==> src/rtl/paddle_pkg.sv <==
// Shared types and default geometry for the multi-player paddle controller.
package paddle_pkg;

  typedef enum logic [1:0] {
    ST_IDLE      = 2'd0,
    ST_MOVE_UP   = 2'd1,
    ST_MOVE_DOWN = 2'd2
  } paddle_state_e;

  localparam int PADDLE_FIELD_H   = 600;
  localparam int PADDLE_BAT_SMALL = 60;
  localparam int PADDLE_BAT_LARGE = 120;

  // Width of the per-channel saturating hold counter.
  localparam int HOLD_W = 8;

endpackage

==> src/rtl/paddle_channel.sv <==
// One paddle: IDLE/MOVE_UP/MOVE_DOWN FSM stepped on the shared tick, with
// hold-based acceleration, clamping to the playfield, and recentre support.
module paddle_channel
  import paddle_pkg::*;
#(
  parameter int Y_W         = 11,
  parameter int FIELD_H     = PADDLE_FIELD_H,
  parameter int BAT_SMALL   = PADDLE_BAT_SMALL,
  parameter int BAT_LARGE   = PADDLE_BAT_LARGE,
  parameter int STEP_MIN    = 2,
  parameter int STEP_MAX    = 8,
  parameter int ACCEL_TICKS = 16
) (
  input  logic           clk,
  input  logic           rst,
  input  logic           tick,
  input  logic           up,
  input  logic           down,
  input  logic           bat_size,
  input  logic           recenter,
  input  logic           freeze,
  output logic [Y_W-1:0] y_o,
  output logic           at_top_o,
  output logic           at_bottom_o,
  output logic [1:0]     state_o
);

  localparam int STEP_W = HOLD_W + 1;
  localparam logic [Y_W-1:0]    FIELD_H_W = Y_W'(FIELD_H);
  localparam logic [Y_W-1:0]    SMALL_W   = Y_W'(BAT_SMALL);
  localparam logic [Y_W-1:0]    LARGE_W   = Y_W'(BAT_LARGE);
  localparam logic [Y_W-1:0]    Y_RESET   = Y_W'((FIELD_H - BAT_LARGE) / 2);
  localparam logic [STEP_W-1:0] SMIN_W    = STEP_W'(STEP_MIN);
  localparam logic [STEP_W-1:0] SMAX_W    = STEP_W'(STEP_MAX);
  localparam logic [HOLD_W-1:0] ACCEL_W   = HOLD_W'(ACCEL_TICKS);

  paddle_state_e state_q, state_d, req_state;
  logic [HOLD_W-1:0] hold_q, hold_d;
  logic [Y_W-1:0]    y_q, y_d;
  logic [Y_W-1:0]    bat_len, y_max;
  logic [STEP_W-1:0] step_raw, step;
  logic signed [Y_W:0] y_ext, step_ext, y_calc, y_max_ext;

  always_comb begin
    bat_len   = bat_size ? LARGE_W : SMALL_W;
    y_max     = FIELD_H_W - bat_len;
    y_max_ext = signed'({1'b0, y_max});

    if (freeze || (up == down)) begin
      req_state = ST_IDLE;
    end else if (up) begin
      req_state = ST_MOVE_UP;
    end else begin
      req_state = ST_MOVE_DOWN;
    end

    state_d = state_q;
    hold_d  = hold_q;
    if (tick) begin
      state_d = req_state;
      // Hold counts consecutive ticks in one direction; any change restarts it.
      if ((req_state == ST_IDLE) || (req_state != state_q)) begin
        hold_d = '0;
      end else if (hold_q != '1) begin
        hold_d = hold_q + 1'b1;
      end
    end

    step_raw = SMIN_W + STEP_W'(hold_d / ACCEL_W);
    step     = (step_raw > SMAX_W) ? SMAX_W : step_raw;

    y_ext    = signed'({1'b0, y_q});
    step_ext = signed'((Y_W + 1)'(step));
    y_calc   = y_ext;
    if (tick && (state_d == ST_MOVE_UP)) begin
      y_calc = y_ext - step_ext;
    end else if (tick && (state_d == ST_MOVE_DOWN)) begin
      y_calc = y_ext + step_ext;
    end

    // Clamping runs every cycle so a bat-size change pulls y back in at once.
    if (y_calc[Y_W]) begin
      y_d = '0;
    end else if (y_calc > y_max_ext) begin
      y_d = y_max;
    end else begin
      y_d = y_calc[Y_W-1:0];
    end

    if (recenter) begin
      y_d     = y_max >> 1;
      state_d = ST_IDLE;
      hold_d  = '0;
    end
  end

  always_ff @(posedge clk or negedge rst) begin
    if (!rst) begin
      state_q <= ST_IDLE;
      hold_q  <= '0;
      y_q     <= Y_RESET;
    end else begin
      state_q <= state_d;
      hold_q  <= hold_d;
      y_q     <= y_d;
    end
  end

  assign y_o         = y_q;
  assign at_top_o    = (y_q == '0);
  assign at_bottom_o = (y_q == y_max);
  assign state_o     = state_q;

endmodule

==> src/rtl/paddle_controller_multi.sv <==
// Multi-player paddle controller: shared movement tick divider plus one
// independent paddle_channel per player.
module paddle_controller_multi
  import paddle_pkg::*;
#(
  parameter int N_PLAYERS   = 2,
  parameter int Y_W         = 11,
  parameter int FIELD_H     = PADDLE_FIELD_H,
  parameter int BAT_SMALL   = PADDLE_BAT_SMALL,
  parameter int BAT_LARGE   = PADDLE_BAT_LARGE,
  parameter int TICK_DIV    = 250000,
  parameter int STEP_MIN    = 2,
  parameter int STEP_MAX    = 8,
  parameter int ACCEL_TICKS = 16
) (
  input  logic                     clk,
  input  logic                     rst,
  input  logic [N_PLAYERS-1:0]     up,
  input  logic [N_PLAYERS-1:0]     down,
  input  logic [N_PLAYERS-1:0]     bat_size,
  input  logic                     recenter,
  input  logic                     freeze,
  output logic [N_PLAYERS*Y_W-1:0] paddle_y,
  output logic [N_PLAYERS-1:0]     at_top,
  output logic [N_PLAYERS-1:0]     at_bottom,
  output logic [2*N_PLAYERS-1:0]   dbg_state
);

  localparam int CNT_W = (TICK_DIV > 1) ? $clog2(TICK_DIV) : 1;
  localparam logic [CNT_W-1:0] CNT_LAST = CNT_W'(TICK_DIV - 1);

  logic [CNT_W-1:0] tick_cnt_q, tick_cnt_d;
  logic             tick;

  always_comb begin
    tick       = (tick_cnt_q == CNT_LAST);
    tick_cnt_d = tick ? '0 : tick_cnt_q + 1'b1;
  end

  always_ff @(posedge clk or negedge rst) begin
    if (!rst) begin
      tick_cnt_q <= '0;
    end else begin
      tick_cnt_q <= tick_cnt_d;
    end
  end

  for (genvar i = 0; i < N_PLAYERS; i++) begin : g_ch
    paddle_channel #(
      .Y_W        (Y_W),
      .FIELD_H    (FIELD_H),
      .BAT_SMALL  (BAT_SMALL),
      .BAT_LARGE  (BAT_LARGE),
      .STEP_MIN   (STEP_MIN),
      .STEP_MAX   (STEP_MAX),
      .ACCEL_TICKS(ACCEL_TICKS)
    ) u_ch (
      .clk        (clk),
      .rst        (rst),
      .tick       (tick),
      .up         (up[i]),
      .down       (down[i]),
      .bat_size   (bat_size[i]),
      .recenter   (recenter),
      .freeze     (freeze),
      .y_o        (paddle_y[i*Y_W +: Y_W]),
      .at_top_o   (at_top[i]),
      .at_bottom_o(at_bottom[i]),
      .state_o    (dbg_state[2*i +: 2])
    );
  end

endmodule

==> config.mk <==
export PLATFORM = sky130hd
export DESIGN_NAME = paddle_controller_multi
export DESIGN_NICKNAME = d
export VERILOG_FILES = /design/src/rtl/paddle_pkg.sv /design/src/rtl/paddle_channel.sv /design/src/rtl/paddle_controller_multi.sv
export SDC_FILE = /design/constraint.sdc
export NUM_CORES = 1
export LEC_CHECK = 0
export ABC_CLOCK_PERIOD_IN_PS = 6200
export CAP_MARGIN = 5
export CORE_AREA = 2 2 104 106
export DETAILED_ROUTE_END_ITERATION = 6
export DIE_AREA = 0 0 106 108
export PLACE_DENSITY = 0.76
export SETUP_SLACK_MARGIN = 0.05
export SLEW_MARGIN = 20
export SYNTH_ARGS = -nofsm -noshare
export SYNTH_HDL_FRONTEND = slang
export SYNTH_SLANG_ARGS = --single-unit
export TNS_END_PERCENT = 50
==> constraint.sdc <==
create_clock -name clk -period 6.2 [get_ports clk]
set_clock_uncertainty 0.15 [all_clocks]
set_input_delay 0.93 -clock clk [delete_from_list [all_inputs] [get_ports clk]]
set_output_delay 0.93 -clock clk [all_outputs]
set_load 0.03 [all_outputs]
==> results of run 1 <==
==> kinds of logic after synthesis <==
kind of cell	count (synthesis)	synth area share [%]
AND/OR/NAND/NOR	243	26.2
AO/OA/AOI/OAI	158	21.5
flip-flops	60	29.9
adder cells (fa/ha/maj)	49	12.7
buffers and inverters	48	4.13
XOR/XNOR	27	4.68
multiplexers	4	0.792
other	2	0.148
==> report_power, final <==
part | internal (mW) | switching (mW) | total [mW]
clock | 0.186 | 0.171 | 0.358
sequential | 0.412 | 0.0376 | 0.449
combinational | 0.152 | 0.171 | 0.323
total | 0.751 | 0.380 | 1.13
==> critical path, stage by stage <==
cell and delay (ns):
clkdlybuf4s50_1 0.55, nor2b_2 0.19, nand3b_1 0.08, a21o_1 0.22, a31o_2 0.23, a21oi_2 0.17, ha_1 0.20, mux2i_2 0.30
nor2_2 0.09, ha_1 0.22, fa_1 0.38, nor2b_1 0.16, o211a_1 0.23, o21ai_0 0.15, nor3_1 0.06, a31oi_1 0.23
xnor2_1 0.20, ha_1 0.30, o21ai_1 0.15, a21oi_1 0.07, nor3_2 0.18, o21bai_2 0.12, a21boi_4 0.20, buf_12 0.14
o31ai_4 0.06, a31o_2 0.23
==> layout by cell type (no fill, tap or decap), types with 6 or more instances in the layout <==
master and instances:
inv_1 28, o21ai_0 22, dfrtp_1 52, o21ai_1 6, xor2_1 9, a21o_1 8, nand3b_1 8, a21oi_2 9
a22oi_1 8, nand3_1 33, o22ai_1 12, dfstp_2 8, clkdlybuf4s50_1 35, xnor2_1 17, or3_1 8, nand4_1 8
buf_4 87, and3_1 13, conb_1 6, nor2_1 55, nand2_1 36, ha_1 42, nor2b_1 11, and2_1 6
a21oi_1 30, nand2b_1 9, clkbuf_8 9, nor3_1 17, a31oi_1 7
==> layout make-up <==
class / count / area (sq um) / share of cell area [%]
multi-input combinational: 487 / 3560 / 53.4
sequential: 60 / 1510 / 22.7
timing repair buffer: 131 / 1110 / 16.7
tap: 136 / 170 / 2.55
clock buffer: 9 / 124 / 1.86
inverter: 30 / 113 / 1.69
clock inverter: 7 / 75.1 / 1.13
==> worst max-delay path by stage <==
stage                             from                             to  cells after the start
2_1_floorplan                    up[1]  g_ch[1].u_ch.y_o[0]$_DFF_PN0_                     27
3_3_place_gp                     up[1]  g_ch[1].u_ch.y_o[0]$_DFF_PN0_                     29
3_5_place_dp                     up[1]  g_ch[1].u_ch.y_o[0]$_DFF_PN0_                     28
4_1_cts                          up[1]  g_ch[1].u_ch.y_o[5]$_DFF_PN1_                     30
5_1_grt        tick_cnt_q[6]$_DFF_PN0_  g_ch[0].u_ch.y_o[9]$_DFF_PN0_                     26
6_report                         up[0]  g_ch[0].u_ch.y_o[7]$_DFF_PN1_                     26
==> cell usage after synthesis, drive strengths merged (8+ instances only) <==
| cell type | number |
|---|---|
| nor2 | 57 |
| dfrtp | 52 |
| ha | 45 |
| a21oi | 40 |
| nand2 | 37 |
| nand3 | 34 |
| inv | 30 |
| o21ai | 30 |
| nor3 | 23 |
| xnor2 | 18 |
| and3 | 14 |
| nor2b | 13 |
| o22ai | 13 |
| clkbuf | 10 |
| nand2b | 10 |
| nand4 | 9 |
| xor2 | 9 |
| a21o | 8 |
| a22oi | 8 |
| a31oi | 8 |
| buf | 8 |
| dfstp | 8 |
| nand3b | 8 |
| or3 | 8 |
==> registers in the layout (all words and copies together), names as in the netlist <==
register and cells:
g_ch.u_ch.state_o 4, tick_cnt_q 18, g_ch.u_ch.y_o 22, g_ch.u_ch.hold_q 16
==> repair_timing <==
item	4_1_cts	5_1_grt
hold endpoints to repair	0	0
resized for setup	13	51
cloned	0	0
setup endpoints to repair	9	20
setup buffers	1	21
pin swaps	3	30
==> metal layers <==
metal | up-vias | global-route usage, %
li1 | 2442 | -
met1 | 2487 | 34.5
met2 | 188 | 42.9
met3 | 28 | 4.46
met4 | 0 | 8.74
met5 | - | 0
==> through the flow <==
step	utilization (%)	std cells
3_5_place_dp	59.3	822
4_1_cts	61.8	839
2_1_floorplan	-	595
5_1_grt	65.2	860
6_report	65.2	860
3_3_place_gp	59.3	822
==> results.json, run 1 <==
{
  "cts_tree": "built",
  "wl_met1_mm": 6.25,
  "pre_cts_ws_ns": -0.436,
  "port_buffers": 39,
  "synthArstFlopShare_pct": 100,
  "gp_congestion": 0.946,
  "rows": 37,
  "rr_startpoint": "tick_cnt_q[6]$_DFF_PN0_",
  "place_area_sq_um": 6070,
  "ys_ff_latch": 60,
  "grt_pass1_vias": 4870,
  "drive_gt1_share_pct": 25.0,
  "peakVddDrop_uv": 116,
  "min_path_type": "flop to flop",
  "fmax_mhz": 169,
  "clk_latency_ns": 0.36,
  "start_util_pct": 49.4,
  "timing.final.crit_share_pct": 95.7,
  "grt_start_max_net_pins": 61,
  "vias_per_cell": 5.98,
  "cts_sinks": 60,
  "top_layer": "met4",
  "cp-end-kind": "flop",
  "critPathLaunchType": "input port",
  "fin_nets": 778,
  "finalPower_mw": 1.13,
  "die_area_sq_um": 11400,
  "maxCapViolCount": 0,
  "critPathArrivalTime_ns": 6.07,
  "netlist.area_leader.share_pct": 25.7,
  "r2r_slack_ns": 0.31,
  "synth_top_area_cell": "dfrtp_1",
  "groute.usage.overall_pct": 25.9,
  "status": "finished clean",
  "remaining_drc_errors": 0,
  "drtIter0Drc": 321,
  "num_vias": 5145,
  "htree_num_levels": 3,
  "die_w_um": 106,
  "antenna_found_initial": 0,
  "antennaDiodeCount": 0,
  "dr.pass1.iters": 5,
  "wl_per_cell_um": 17.0,
  "grt_overflow": 0,
  "synth_cell_types": 76,
  "slew_headroom_pct": 49.3,
  "worstSetupPathType": "input port to flop",
  "synth_area_leaders": "dfrtp_1 (26%), ha_1 (11%), nor2_1 (4.2%), dfstp_2 (4.2%), a21oi_1 (4.0%)",
  "ios": 40,
  "min_to": "tick_cnt_q[0]$_DFF_PN0_",
  "hp-start": "tick_cnt_q[0]$_DFF_PN0_",
  "syn-cell-area_sq_um": 5060,
  "wl_met3_um": 888,
  "reg2reg_to": "g_ch[0].u_ch.y_o[7]$_DFF_PN1_",
  "synth_cells": 591,
  "cts-buffers-inserted": 9,
  "powerDensity_nw_per_um2": 170,
  "detail-route-antenna-nets": 0,
  "min_period_ns": 5.93,
  "fillCellCount": 834,
  "cp_max_fo": 7,
  "hold_slack_ns": 0.335,
  "ys_seq_area_share_pct": 29.9,
  "syn_avg_cell_area_sq_um": 8.56,
  "p_leak_nw": 2.94,
  "rr_worst_depth": 26,
  "core_sq_um": 10200,
  "fin_setup_tns_ns": 0,
  "setup_ws_ns": 0.266,
  "dp_hpwl_mm": 10.7,
  "hold_depth": 1,
  "cp_data_required_time_ns": 6.34,
  "synth_edf_count": 0,
  "tightest_slew_ns": 0.761,
  "route.met2.wl_mm": 7.15,
  "yosysWarnings": 0,
  "design_area_sq_um": 6670,
  "grt_pass1_wl_mm": 23.8,
  "wl_mm": 14.6,
  "syn2layout_area_growth_pct": 31.8,
  "cts_hold_buf": 0,
  "clock-root-buffer": "clkbuf_8",
  "clockBufferDepth": 2,
  "synth_ff_type": "dfrtp_1",
  "report.final.setup_viol": 0,
  "hold_viol_final": 0,
  "slew_violations": 0,
  "die_h_um": 108,
  "clkSlewWorstSetupHoldPaths_ns": 0.07
}
No activity file was read; power rests on OpenSTA's default activity.
==> inputs of run 2 (changes only) <==
--- a/config.mk
+++ b/config.mk
@@ -5,7 +5,7 @@
 export SDC_FILE = /design/constraint.sdc
 export NUM_CORES = 1
 export LEC_CHECK = 0
-export ABC_CLOCK_PERIOD_IN_PS = 6200
+export ABC_CLOCK_PERIOD_IN_PS = 5380
 export CAP_MARGIN = 5
 export CORE_AREA = 2 2 104 106
 export DETAILED_ROUTE_END_ITERATION = 6
==> constraint.sdc (replaced) <==
create_clock -name clk -period 5.38 [get_ports clk]
set_clock_uncertainty 0.15 [all_clocks]
set_input_delay 0.807 -clock clk [delete_from_list [all_inputs] [get_ports clk]]
set_output_delay 0.807 -clock clk [all_outputs]
set_load 0.03 [all_outputs]
==> run 2 against run 1 <==
Effect of this change:
- via count up 3.8%
- largest cell class unchanged
- clock power up 18%
- combinational power up 28%
- non-clock buffer count up 47
- cell count up 5.5%
- highest routed layer unchanged
- critical path depth up 2
- the run now ends with setup timing left
- first-iteration DRC count up 20%
- wire length up 5.9%
- critical endpoint is now g_ch[1].u_ch.y_o[7]$_DFF_PN1_
- register-to-register slack worse by 0.92 ns
- setup slack worse by 0.90 ns
- power up 20%
==> results.json, run 2 (same netlist as run 1, synthesis figures left out) <==
{
  "min_path_type": "flop to flop",
  "drtIter0Drc": 386,
  "antennaDiodeCount": 0,
  "rows": 37,
  "timing.final.crit_share_pct": 112,
  "die_area_sq_um": 11400,
  "place_inst": 861,
  "core_sq_um": 10200,
  "remaining_drc_errors": 0,
  "setup_ws_ns": -0.638,
  "pre_cts_ws_ns": -1.12,
  "grt_setup_unrepaired": "true",
  "failed_checks": "setup timing",
  "cts_hold_buf": 0,
  "place_area_sq_um": 6440,
  "port_buffers": 39,
  "dr.pass1.iters": 5,
  "wl_per_cell_um": 17.0,
  "antenna_found_initial": 0,
  "grt_pass1_wl_mm": 25.4,
  "grt_overflow": 0,
  "htree_num_levels": 3,
  "vias_per_cell": 5.89,
  "grt_start_max_net_pins": 61,
  "start_util_pct": 49.4,
  "min_period_ns": 6.02,
  "die_w_um": 106,
  "clockBufferDepth": 2,
  "clock-root-buffer": "clkbuf_8",
  "drive_gt1_share_pct": 31.9,
  "maxCapViolCount": 0,
  "powerDensity_nw_per_um2": 191,
  "clkSlewWorstSetupHoldPaths_ns": 0.07,
  "fin_nets": 825,
  "tightest_slew_ns": 0.766,
  "critPathArrivalTime_ns": 6.15,
  "critPathLaunchType": "input port",
  "cp-end-kind": "flop",
  "peakVddDrop_uv": 155,
  "cts_sinks": 60,
  "wl_mm": 15.4,
  "dp_hpwl_mm": 11.2,
  "instances_no_fill": 907,
  "num_vias": 5338,
  "cts-buffers-inserted": 9,
  "die_h_um": 108,
  "design_area_sq_um": 7110,
  "layout_common_cells": "buf_4 (135), nor2_1 (54), dfrtp_1 (52), ha_1 (38)",
  "status": "finished, violations left",
  "grt_pass1_vias": 5321,
  "cp_data_required_time_ns": 5.51,
  "slew_headroom_pct": 48.9,
  "gp_congestion": 0.977,
  "ios": 40,
  "syn2layout_area_growth_pct": 40.5,
  "hold_viol_final": 0,
  "hold_slack_ns": 0.341,
  "largest_reg_flops": 22,
  "p_leak_nw": 3.17,
  "final_common_cell": "buf_4",
  "clk_latency_ns": 0.35,
  "worstSetupPathType": "input port to flop",
  "cts_tree": "built",
  "report.final.setup_viol": 20,
  "fmax_mhz": 166,
  "groute.usage.overall_pct": 27.6,
  "detail-route-antenna-nets": 0,
  "cp_max_fo": 5,
  "fin_util_pct": 69.5,
  "slew_violations": 0
}
-- run 2: changes by cell type in the layout (fill, tap and decap cells not counted), moves of 3 or more --
cell / before / now
ha_2: 1 / 5
ha_1: 42 / 38
xnor2_2: 0 / 3
buf_4: 87 / 135
inv_6: 1 / 4
dlymetal6s2s_1: 3 / 0
-- run 2: routing by layer --
| layer | vias up | track usage [%] | share of wire [%] |
|---|---|---|---|
| met5 | - | 0 | 0 |
| met3 | 36 | 4.94 | 6.7 |
| li1 | 2525 | - | - |
| met4 | 0 | 10.7 | 2.4 |
| met2 | 218 | 46.4 | 48 |
| met1 | 2559 | 35.7 | 42 |
-- run 2: worst max-delay path: stages --
cell,delay [ns]
clkdlybuf4s50_1,0.42
nand2b_4,0.15
or3b_4,0.36
a21o_1,0.20
o21ai_0,0.32
o21ai_4,0.13
inv_2,0.09
ha_4,0.15
inv_2,0.04
o31ai_4,0.26
a21oi_2,0.12
ha_2,0.21
fa_2,0.35
nor2b_4,0.14
o21a_1,0.18
o21ai_2,0.19
nand2_1,0.09
a31oi_1,0.21
xnor2_1,0.18
ha_1,0.31
o22ai_2,0.20
o221ai_2,0.12
a21oi_2,0.19
a31oi_4,0.07
nor3_4,0.28
buf_4,0.17
nand3_1,0.08
nand3_1,0.12
-- run 2: final timing paths --
check / startpoint / endpoint / slack [ns] / depth (start not counted)
min reg2reg: tick_cnt_q[0]$_DFF_PN0_ / tick_cnt_q[0]$_DFF_PN0_ / 0.34 / 1
max reg2reg: tick_cnt_q[10]$_DFF_PN0_ / g_ch[1].u_ch.y_o[7]$_DFF_PN1_ / -0.61 / 29
max: up[1] / g_ch[1].u_ch.y_o[7]$_DFF_PN1_ / -0.64 / 28
min in group asynchronous: rst / g_ch[1].u_ch.hold_q[3]$_DFFE_PN0P_ / 0.47 / 2
max in group asynchronous: rst / g_ch[0].u_ch.y_o[2]$_DFF_PN0_ / 4.10 / 2
min: tick_cnt_q[0]$_DFF_PN0_ / tick_cnt_q[0]$_DFF_PN0_ / 0.34 / 1
-- run 2: layout make-up --
type / count / area (sq um)
Multi-Input combinational cell: 487 / 3660
Fill cell: 793 / 3120
Sequential cell: 60 / 1510
Timing Repair Buffer: 178 / 1450
Tap cell: 136 / 170
Clock buffer: 9 / 124
Inverter: 30 / 115
Clock inverter: 7 / 81.3
-- run 2: timing repair --
action                                  CTS  global route
pin swaps                                39            34
endpoints found under the setup margin   20            20
resized for setup                        33            26
gates cloned                              0             0
setup buffers                            22             8
-- run 2: report_power, final --
part | internal (mW) | switching, mW
logic | 0.201 | 0.213
registers | 0.474 | 0.0459
clock network | 0.221 | 0.203
total | 0.896 | 0.463
-- run 2: metrics by stage --
| stage | total power, mW | setup TNS, ns |
|---|---|---|
| 3_3_place_gp | 0.872 | -15.49 |
| 5_1_grt | 1.43 | -16.93 |
| 4_1_cts | 1.34 | -6.83 |
| 3_5_place_dp | 0.880 | -18.31 |
| 2_1_floorplan | 0.721 | -2.28 |
| 6_report | 1.36 | -10.91 |
